### src/rtl/sdiv_seq.sv
// sdiv_seq: sequential signed divider, radix-2 restoring, one quotient bit per clock.
// Truncating quotient; a nonzero remainder takes the sign of the dividend.
// Ports:
//   clk_i    clock, all state updates on the rising edge
//   rst_i    synchronous active-high reset; aborts any division in progress
//   start_i  request, sampled only while idle
//   a_i/b_i  dividend / divisor, two's complement, needed only at accept
//   busy_o   division in progress
//   done_o   one-cycle pulse; q_o, r_o, dbz_o valid and held until next completion
//   q_o/r_o  quotient / remainder
//   dbz_o    divide-by-zero flag for the result on q_o/r_o
// Optional feature: define SDIV_EARLY_OUT_EN to let b==0 and (min / -1)
// bypass the iteration loop (done two cycles after accept).
module sdiv_seq #(
  parameter int unsigned WIDTH = 32
) (
  input  logic             clk_i,
  input  logic             rst_i,
  input  logic             start_i,
  input  logic [WIDTH-1:0] a_i,
  input  logic [WIDTH-1:0] b_i,
  output logic             busy_o,
  output logic             done_o,
  output logic [WIDTH-1:0] q_o,
  output logic [WIDTH-1:0] r_o,
  output logic             dbz_o
);

  localparam int unsigned CW = $clog2(WIDTH + 1);

  typedef enum logic [1:0] {
    S_IDLE = 2'd0,
    S_DIV  = 2'd1,
    S_FIX  = 2'd2,
    S_DONE = 2'd3
  } state_e;

  localparam logic [WIDTH-1:0] MIN_VAL = {1'b1, {(WIDTH-1){1'b0}}};

  state_e state_q, state_d;

  logic [WIDTH-1:0] a_q, a_d;
  logic [WIDTH-1:0] b_q, b_d;
  logic             sign_q_q, sign_q_d;
  logic             sign_r_q, sign_r_d;
  logic [WIDTH-1:0] quo_q, quo_d;
  logic [WIDTH-1:0] rem_q, rem_d;
  logic [WIDTH:0]   divisor_q, divisor_d;
  logic [CW-1:0]    cnt_q, cnt_d;
  logic             dz_q, dz_d;

  logic             busy_q, busy_d;
  logic             done_q, done_d;
  logic [WIDTH-1:0] qo_q, qo_d;
  logic [WIDTH-1:0] ro_q, ro_d;
  logic             dbz_q, dbz_d;

  logic [WIDTH:0]   shifted_c;
  logic [WIDTH:0]   trial_c;
  logic [WIDTH-1:0] abs_a_c;
  logic [WIDTH-1:0] abs_b_c;

  assign abs_a_c   = a_i[WIDTH-1] ? WIDTH'(-a_i) : a_i;
  assign abs_b_c   = b_i[WIDTH-1] ? WIDTH'(-b_i) : b_i;
  assign shifted_c = {rem_q, quo_q[WIDTH-1]};
  assign trial_c   = shifted_c - divisor_q;

  // State register
  always_ff @(posedge clk_i) begin
    if (rst_i) state_q <= S_IDLE;
    else       state_q <= state_d;
  end

  // Next-state logic
  always_comb begin
    state_d = state_q;
    case (state_q)
      S_IDLE: begin
        if (start_i) begin
`ifdef SDIV_EARLY_OUT_EN
          if ((b_i == '0) || ((a_i == MIN_VAL) && (b_i == '1))) state_d = S_FIX;
          else                                                  state_d = S_DIV;
`else
          state_d = S_DIV;
`endif
        end
      end
      S_DIV:   if (cnt_q == CW'(WIDTH - 1)) state_d = S_FIX;
      S_FIX:   state_d = S_DONE;
      S_DONE:  state_d = S_IDLE;
      default: state_d = S_IDLE;
    endcase
  end

  // Datapath and output next values
  always_comb begin
    a_d       = a_q;
    b_d       = b_q;
    sign_q_d  = sign_q_q;
    sign_r_d  = sign_r_q;
    quo_d     = quo_q;
    rem_d     = rem_q;
    divisor_d = divisor_q;
    cnt_d     = cnt_q;
    dz_d      = dz_q;
    qo_d      = qo_q;
    ro_d      = ro_q;
    dbz_d     = dbz_q;
    busy_d    = (state_d != S_IDLE);
    done_d    = (state_q == S_DONE);

    case (state_q)
      S_IDLE: begin
        if (start_i) begin
          a_d       = a_i;
          b_d       = b_i;
          sign_q_d  = a_i[WIDTH-1] ^ b_i[WIDTH-1];
          sign_r_d  = a_i[WIDTH-1];
          quo_d     = abs_a_c;
          divisor_d = {1'b0, abs_b_c};
          rem_d     = '0;
          cnt_d     = '0;
        end
      end
      S_DIV: begin
        // trial MSB set means the shifted remainder is below the divisor
        if (trial_c[WIDTH]) begin
          rem_d = shifted_c[WIDTH-1:0];
          quo_d = {quo_q[WIDTH-2:0], 1'b0};
        end else begin
          rem_d = trial_c[WIDTH-1:0];
          quo_d = {quo_q[WIDTH-2:0], 1'b1};
        end
        cnt_d = cnt_q + CW'(1);
      end
      S_FIX: begin
        if (b_q == '0) begin
          quo_d = '1;
          rem_d = a_q;
          dz_d  = 1'b1;
        end else if ((a_q == MIN_VAL) && (b_q == '1)) begin
          quo_d = a_q;
          rem_d = '0;
          dz_d  = 1'b0;
        end else begin
          quo_d = sign_q_q ? WIDTH'(-quo_q) : quo_q;
          rem_d = sign_r_q ? WIDTH'(-rem_q) : rem_q;
          dz_d  = 1'b0;
        end
      end
      S_DONE: begin
        qo_d  = quo_q;
        ro_d  = rem_q;
        dbz_d = dz_q;
      end
      default: ;
    endcase
  end

  // Datapath and output registers
  always_ff @(posedge clk_i) begin
    if (rst_i) begin
      a_q       <= '0;
      b_q       <= '0;
      sign_q_q  <= 1'b0;
      sign_r_q  <= 1'b0;
      quo_q     <= '0;
      rem_q     <= '0;
      divisor_q <= '0;
      cnt_q     <= '0;
      dz_q      <= 1'b0;
      busy_q    <= 1'b0;
      done_q    <= 1'b0;
      qo_q      <= '0;
      ro_q      <= '0;
      dbz_q     <= 1'b0;
    end else begin
      a_q       <= a_d;
      b_q       <= b_d;
      sign_q_q  <= sign_q_d;
      sign_r_q  <= sign_r_d;
      quo_q     <= quo_d;
      rem_q     <= rem_d;
      divisor_q <= divisor_d;
      cnt_q     <= cnt_d;
      dz_q      <= dz_d;
      busy_q    <= busy_d;
      done_q    <= done_d;
      qo_q      <= qo_d;
      ro_q      <= ro_d;
      dbz_q     <= dbz_d;
    end
  end

  assign busy_o = busy_q;
  assign done_o = done_q;
  assign q_o    = qo_q;
  assign r_o    = ro_q;
  assign dbz_o  = dbz_q;

endmodule
### config.mk
export PLATFORM = sky130hd
export DESIGN_NAME = sdiv_seq
export DESIGN_NICKNAME = d
export VERILOG_FILES = /design/src/rtl/sdiv_seq.sv
export SDC_FILE = /design/constraint.sdc
export NUM_CORES = 1
export LEC_CHECK = 0
export CAP_MARGIN = 20
export CELL_PAD_IN_SITES_DETAIL_PLACEMENT = 1
export CELL_PAD_IN_SITES_GLOBAL_PLACEMENT = 2
export CORE_MARGIN = 2
export CORE_UTILIZATION = 31
export CTS_BUF_LIST = sky130_fd_sc_hd__clkbuf_16
export CTS_CLUSTER_SIZE = 20
export DETAILED_ROUTE_END_ITERATION = 8
export HOLD_SLACK_MARGIN = 0.02
export PLACE_DENSITY = 0.78
export SYNTH_ARGS = -nofsm -noshare
export SYNTH_HDL_FRONTEND = slang
export SYNTH_SLANG_ARGS = --single-unit
### constraint.sdc
create_clock -name clk_i -period 3.6 [get_ports clk_i]
set_input_delay 1.08 -clock clk_i [delete_from_list [all_inputs] [get_ports clk_i]]
set_output_delay 1.08 -clock clk_i [all_outputs]
set_load 0.1 [all_outputs]
## After elaboration in Yosys (flattened, before gate mapping)

Cells that the tools add are included.

| storage, ports and cells | value |
|---|---|
| register bits | 238 |
| bits of input ports | 67 |
| output and inout port bits | 67 |
| logic and storage cells | 61 |

| operators by class | value |
|---|---|
| add/sub/neg operators | 6 |
| eq/ne operators | 9 |
| multiplexer cells | 20 |
| bitwise gates (word level) | 1 |
| reductions and logical operators | 10 |

Operator list:

| operator | number |
|---|---|
| $mux W32 | 11 |
| $pmux W32 S3 | 2 |
| $neg A32 Y32 | 4 |
| $eq A32 B32 Y1 const B | 2 |
| $sub A33 B32 Y33 | 1 |
| $logic_not A32 Y1 | 1 |
| $pmux W6 S2 | 1 |
| $ne A4 B4 Y1 const B | 2 |
| $pmux W2 S4 | 1 |
| $add A6 B1 Y6 const B | 1 |
| $eq A6 B5 Y1 const B | 1 |
| $mux W6 | 1 |
| $reduce_and A3 Y1 | 2 |
| $eq A2 B2 Y1 const B | 2 |
| $mux W2 | 2 |
| $reduce_and A2 Y1 | 2 |
| $reduce_bool A2 Y1 | 2 |
| $reduce_bool A3 Y1 | 1 |
| $eq A2 B1 Y1 const B | 1 |
| $logic_not A2 Y1 | 1 |
| $mux W1 | 2 |
| $ne A2 B2 Y1 const B | 1 |
| $logic_and A1 B1 Y1 | 1 |
| $xor A1 B1 Y1 | 1 |

## Depth between registers and ports, before layout

Gate-level depths: netlist of run 1.

| depth | value |
|---|---|
| word-level depth | 5 |
| depth in mapped cells | 14 |

## Worst setup path before layout of run 1

No wires, ideal clock.

| timing | value |
|---|---|
| path kind | input to register |
| start point | in b_i[10] |
| end point | reg divisor_q[29] |
| library setup time | 0.086 ns |
| data arrival time | 3.388 ns |
| data required time | 3.514 ns |
| slack | 0.127 ns |
| cell stages on the path | 8 |
| buffers on the path | 0 |
| cell sequence | or4_4 nor4_2 nand4_1 or4_4 or4_4 o41ai_2 xor2_1 a211oi_1 |

| between the ends | value |
|---|---|
| word-level cells in the longest chain between the ends | 2 |

Ends and longest elaborated chain:

| element | RTL line | RTL |
|---|---|---|
| start: declaration | 21 | `input logic [WIDTH-1:0] b_i,` |
| $neg A32 Y32 | 64 | `assign abs_b_c = b_i[WIDTH-1] ? WIDTH'(-b_i) : b_i;` |
| $mux W32 | 64 |  |
| end signal: assignment | 184 | `divisor_q <= divisor_d;` |
| end: declaration | 48 | `logic [WIDTH:0] divisor_q, divisor_d;` |

Every way passes these cells.
A chain may end at the register's enable or synchronous reset.

## Worst setup path after layout of run 1

| timing | value |
|---|---|
| start point | in a_i[18] |
| end point | reg quo_q[30] |

| between the ends | value |
|---|---|
| word-level cells in the longest chain between the ends | 4 |

Ends and longest elaborated chain:

| element | RTL line | RTL |
|---|---|---|
| start: declaration | 20 | `input logic [WIDTH-1:0] a_i,` |
| $neg A32 Y32 | 63 | `assign abs_a_c = a_i[WIDTH-1] ? WIDTH'(-a_i) : a_i;` |
| $mux W32 | 63 |  |
| $mux W32 | 114 | `if (start_i) begin` |
| $pmux W32 S3 | 112 | `case (state_q)` |
| end signal: assignment | 182 | `quo_q <= quo_d;` |
| end: declaration | 46 | `logic [WIDTH-1:0] quo_q, quo_d;` |

Every way passes these cells. The select of a mux whose other input is x is not followed.

==> results of run 1 <==
## through the flow
step | std cells | power (mW)
after floorplan | 1911 | 3.80
after global placement | 2678 | 4.37
after detailed placement | 2678 | 4.40
after CTS | 2732 | 7.43
after global routing | 2734 | 7.70
final | 2734 | 7.38
## cells by family after synthesis
family          after synthesis  share of synthesized area (%)
simple gates                721                           23.4
compound gates              519                           23.0
flops                       236                           32.1
buf+inv                     189                           5.00
xor+xnor                    124                           7.38
mux                          80                           5.46
fa+ha+maj                    42                           3.62
## synth_stat cells (all sizes together) (29+ instances only)
| library cell | count | share of area, % |
|---|---|---|
| clkbuf | 102 | 2.6 |
| xnor2 | 68 | 4.0 |
| o21ai | 101 | 3.5 |
| nand3 | 34 | 1.2 |
| nand2 | 278 | 7.1 |
| buf | 29 | 0.91 |
| a211oi | 56 | 2.9 |
| a21oi | 168 | 5.8 |
| mux2i | 77 | 5.2 |
| nor4 | 32 | 1.7 |
| inv | 57 | 1.5 |
| xor2 | 56 | 3.3 |
| nor2 | 191 | 4.9 |
| nor3 | 40 | 1.4 |
| ha | 41 | 3.5 |
| dfxtp | 236 | 32 |
## per-layer routing
metal / vias to the layer above / track usage [%] / part of all wire [%]
met5: - / 0 / 0
met4: 0 / 4.21 / 1.4
met3: 58 / 2.66 / 3.8
met2: 256 / 39.1 / 47
met1: 7511 / 31.0 / 47
li1: 7266 / - / -
## report_power, final
part | internal [mW] | switching (mW)
clock network | 1.79 | 1.22
registers | 2.74 | 0.167
logic | 0.570 | 0.889
total | 5.10 | 2.28
## worst paths after layout
check | from | endpoint | slack (ns) | cells past startpoint
max | a_i[18] | quo_q[30] | 0.12 | 10
max reg2reg | quo_q[31] | rem_q[16] | 0.16 | 13
min reg2reg | divisor_q[31] | divisor_q[31] | 0.47 | 2
min | divisor_q[31] | divisor_q[31] | 0.47 | 2
## registers in the layout (all words and copies together) (netlist names), 2 cells and up
register	flops
a_q	32
b_q	32
q_o	32
quo_q	32
r_o	32
rem_q	32
divisor_q	31
cnt_q	6
state_q	2
## worst max-delay path, stage by stage
cell and delay [ns]:
clkdlybuf4s50_1 0.43, or4_4 0.59, or3_4 0.35, or3_1 0.34, or2_4 0.27, or4_4 0.42, a21oi_2 0.16, xnor2_1 0.15
o21ai_2 0.07, a21oi_1 0.14
## timing repair
action | CTS | global route
pin swaps | 0 | 3
endpoints found under the setup margin | 1 | 19
buffers inserted | 0 | 2
resized for setup | 4 | 6
cloned | 0 | 0
## final cells by class
cell class / instances / area (µm²)
clock buffers: 30 / 751
clock inverters: 24 / 223
fillers: 5605 / 28300
inverters: 58 / 218
multi-input cells: 1486 / 9340
flip-flops and latches: 236 / 4720
well taps: 607 / 759
repair buffers: 293 / 2390
==> results.md, run 1 <==
* Per-cell routed wire length at 21.2 µm
* FMAX at around 290 MHz
* Mean post-synth cell area at between 7 and 8 µm²
* Clock Root Buffer: clkbuf_16
* H-tree levels at 1
* YS warnings at 0
* Final-stage net count at 2214
* Post-DP Area at 17400 µm²
* Share of cells above drive strength 1 at between 15 and 20%
* Clk_skew at ~0.028 ns
* Post-synth EDFFs at 0
* Worst VDD drop at 0.367 mV
* Leading cell type in the layout, fill and taps excluded: nand2_1
* Worst min-delay path category: reg2reg
* Post-synthesis sequential area ratio at between 30% and 40%
* DR DRC count at 0
* Final Setup Violations at 0
* Total of max-cap violations at 0
* Setup WS post-layout at 0.117 ns
* Pre-CTS WS at -0.476 ns
* Crit path kind: in2reg
* Die area at around 49000 µm²
* Critical Path Source Type: primary input
* Vias in the first global route at roughly 15k
* Synthesized area at around 15000 µm²
* Yosys cell types at 87
* Setup TNS at 0 ns
* Pre-Repair DR Iteration Count at 9
* CORE AREA at 46800 µm²
* Core Rows at 79
* Vias post-DR at between 15k and 20k
* TritonCTS buffer count at 30
* First DRT Iteration DRCs at 902
* Final Cell Area at roughly 18000 µm²
* Ys flop type: dfxtp_1
* Clk_lat worst skew at 0.59 ns
* Hold-fix buffers, CTS at 0
* I/O Pins at roughly 130
* Fin crit share at between 90% and 100%
* Detail Route Antenna Nets at 0
* Reg clk slew, reported paths at 0.06 ns
* Leak at 7.13 nW
* Routed WL at about 58 mm
* DP HPWL at ~45 mm
* Required time worst endpoint at ~4.1 ns
* Critical-path maximum fanout at 4
* Critical path arrival at about 4.0 ns
* Yosys reg bits at 236
* Die Y at between 200 and 250 µm
* Diode count at 0
* Final min period at 3.48 ns
* Initial antenna violation count at 0
* Placer's final routability congestion estimate at between 0.8 and 0.9
* Power per cell area at ~400 nW/µm²
* Port Buf Inserts at approximately 130
* Overall global routing resource usage at a little under a quarter
* Layout Utilization at 39.4%
* Fin Hold WS at approximately 0.47 ns
* Largest net degree at the start of global routing at just under 80
* Die width at ~220 µm
* Post-synthesis cell count at 1911
* Status: finished clean
* Clk buf depth at 3
* Asr flop ratio synth at 0%
* RSZ-0062 raised after global routing: no
* Final Hold Fails at 0
* Remaining Overflow, GRT at 0
* Max_slew headroom at 21.3%
* Commonest cells after routing, fill and taps aside: 277 x nand2_1, 236 x dfxtp_1, 225 x buf_4
* Synthesis-to-layout area growth at 25.0%
* CTS tree: done
* Initial core utilization at a little under a third
* Vias per cell at 5.52
* Critical path capture point type: register
* Syn nets at between 2k and 2.5k
* First-pass GRT wire length at 89.5 mm
* Worst slew pin tran at around 1.2 ns
* Slew Limit Fails at 0
* Clock Sinks at approximately 240
Note: power is estimated with default switching activity, not from simulation.
==> run 2, diff against run 1 <==
--- a/config.mk
+++ b/config.mk
@@ -15,6 +15,7 @@
 export DETAILED_ROUTE_END_ITERATION = 8
 export HOLD_SLACK_MARGIN = 0.02
 export PLACE_DENSITY = 0.78
+export SETUP_SLACK_MARGIN = 0.15
 export SYNTH_ARGS = -nofsm -noshare
 export SYNTH_HDL_FRONTEND = slang
 export SYNTH_SLANG_ARGS = --single-unit
==> run 2 against run 1 <==
Utilization is 0.12 points higher. Clock skew fell by 0.018 ns. Clock power is 5% lower. Setup slack improved by 0.082 ns. Critical path depth is the same. Sequential power barely moved. Count of clock-buffer cells in the layout unchanged. Global-route usage about the same. Wire length about the same. Flip-flop and latch count stayed put. Die area unchanged. Critical path type unchanged.
==> results.md, run 2 (synthesis gave the netlist of run 1 again) <==
* Status: finished clean
* Port Buf Inserts at 133 (unchanged)
* Required time worst endpoint at 4.01 ns (-0.11 ns)
* I/O Pins at 134 (unchanged)
* RSZ-0062 raised after global routing: yes
* Pre-Repair DR Iteration Count at 5 (-4)
* Critical Path Source Type: primary input
* CP Launch Point: b_i[6]
* Clk_lat worst skew at 0.58 ns (about the same)
* Final Hold Fails at 0 (unchanged)
* Vias in the first global route at 15.4k (+0.31%)
* First-pass GRT wire length at 89.4 mm (about the same)
* Power per cell area at 393 nW/µm² (-1.9%)
* Die area at 49300 µm² (unchanged)
* Launching point of the worst reg2reg path: a_q[6]
* H-tree levels at 1 (unchanged)
* Fin crit share at 94.5% (-2.3 points)
* Hold-fix buffers, CTS at 0 (unchanged)
* Critical-path maximum fanout at 3 (-1)
* Total of max-cap violations at 0 (unchanged)
* DR DRC count at 0 (unchanged)
* Placer's final routability congestion estimate at 0.909 (+2.9%)
* Slew Limit Fails at 0 (unchanged)
* Clock Sinks at 236 (unchanged)
* Detail Route Antenna Nets at 0 (unchanged)
* Post-DP Area at 17300 µm² (-0.14%)
* Final Setup Violations at 0 (unchanged)
* Largest net degree at the start of global routing at 125 (+62%)
* Initial core utilization at 31.5% (unchanged)
* Worst slew pin tran at 1.02 ns (-0.160 ns)
* Critical path arrival at 3.81 ns (-0.20 ns)
* Initial antenna violation count at 2 (+2)
* Diode count at 0 (unchanged)
* Routed WL at 57.9 mm (about the same)
* Flop2flop setup slack at 0.31 ns (+0.15 ns)
* Reg clk slew, reported paths at 0.06 ns (about the same)
* Clk buf depth at 3 (unchanged)
* DP HPWL at 44.3 mm (-1.5%)
* CTS tree: done
* Synthesis-to-layout area growth at 25.4%
* Layout Utilization at 39.5% (+0.12 points)
* Remaining Overflow, GRT at 0 (unchanged)
* Hold path start: b_q[17]
* Vias per cell at 5.57 (+0.86%)
* Crit path kind: in2reg
* Die width at 222 µm (unchanged)
* Core Rows at 79 (unchanged)
* Commonest cells after routing, fill and taps aside: 277 x nand2_1, 236 x dfxtp_1, 225 x buf_4
* Worst VDD drop at 0.326 mV (-11%)
* Setup TNS at 0 ns (unchanged)
* Clock Root Buffer: clkbuf_16
* Final Cell Area at 18500 µm² (+0.29%)
* Clk_skew at 0.00976 ns (-0.0181 ns)
* Final min period at 3.40 ns (-0.0818 ns)
* FMAX at 294 MHz (+2.4%)
* Worst min-delay path category: reg2reg
* Leak at 7.19 nW (+0.71%)
* Per-cell routed wire length at 21.2 µm (about the same)
* Final-stage net count at 2215 (+0.045%)
* Overall global routing resource usage at 22.9% (+0.026 points)
* First DRT Iteration DRCs at 966 (+7.1%)
* Max_slew headroom at 32.0% (+11 points)
* Vias post-DR at 15.2k (+0.86%)
* Leading cell type in the layout, fill and taps excluded: nand2_1
* Critical path capture point type: register
* Share of cells above drive strength 1 at 16.1% (+0.75 points)
* Die Y at 222 µm (unchanged)
* CORE AREA at 46800 µm² (unchanged)
* TritonCTS buffer count at 30 (unchanged)
## run 2: changes by cell type in the layout (fill, tap and decap cells not counted), sizes merged
cell	change
clkdlybuf4s50	-9
dlymetal6s2s	+6
clkinv	+3
inv	-3
buf	+2
bufinv	-2
clkbuf	+2
clkinvlp	+1
## run 2: power breakdown
part	internal, mW	switching [mW]
clock	1.65	1.22
combinational	0.581	0.909
sequential	2.74	0.164
## run 2: area by class of cell
cell class	count	area, µm²
Multi-Input combinational cell	1486	9420
Timing Repair Buffer	294	2420
Clock buffer	30	751
Inverter	58	218
Sequential cell	236	4720
Clock inverter	23	170
Fill cell	5642	28300
Tap cell	607	759
## run 2: timing repair
| action | 4_1_cts | 5_1_grt |
|---|---|---|
| endpoints found under the setup margin | 23 | 41 |
| pin swaps | 6 | 22 |
| gates resized for setup | 6 | 35 |
| setup buffers | 4 | 5 |
## run 2: per-stage QoR
step                      instances  setup slack (ns)  hold WS (ns)  total power [mW]
after floorplan                1911             0.140         0.432              3.80
after global placement         2672            -0.418         0.459              4.38
after detailed placement       2672            -0.523         0.466              4.41
after CTS                      2729            0.0664         0.473              7.30
after global routing           2734             0.110         0.516              7.60
final                          2734             0.199         0.472              7.26
## run 2: path summary, 6_finish.rpt
path / cells after the start / to
max: 10 / divisor_q[29]
min: 2 / b_q[17]
max reg2reg: 11 / rem_q[8]
min reg2reg: 2 / b_q[17]
## run 2: worst max-delay path: stages
cell and delay, ns:
clkdlybuf4s50_1 0.43, nor4_2 0.28, buf_4 0.17, buf_4 0.10, nand4_1 0.11, or4_4 0.51, or4_4 0.53, o41ai_4 0.30
xor2_1 0.20, a211oi_2 0.09
## run 2: per-layer routing
layer	global-route usage (%)	part of all wire [%]	vias to the layer above	routed length, µm
met3	2.81	4.7	85	2740
met5	0	0.021	-	12
li1	-	-	7266	-
met4	5.82	2.3	2	1330
met1	31.2	47	7530	27000
met2	38.1	46	338	26900
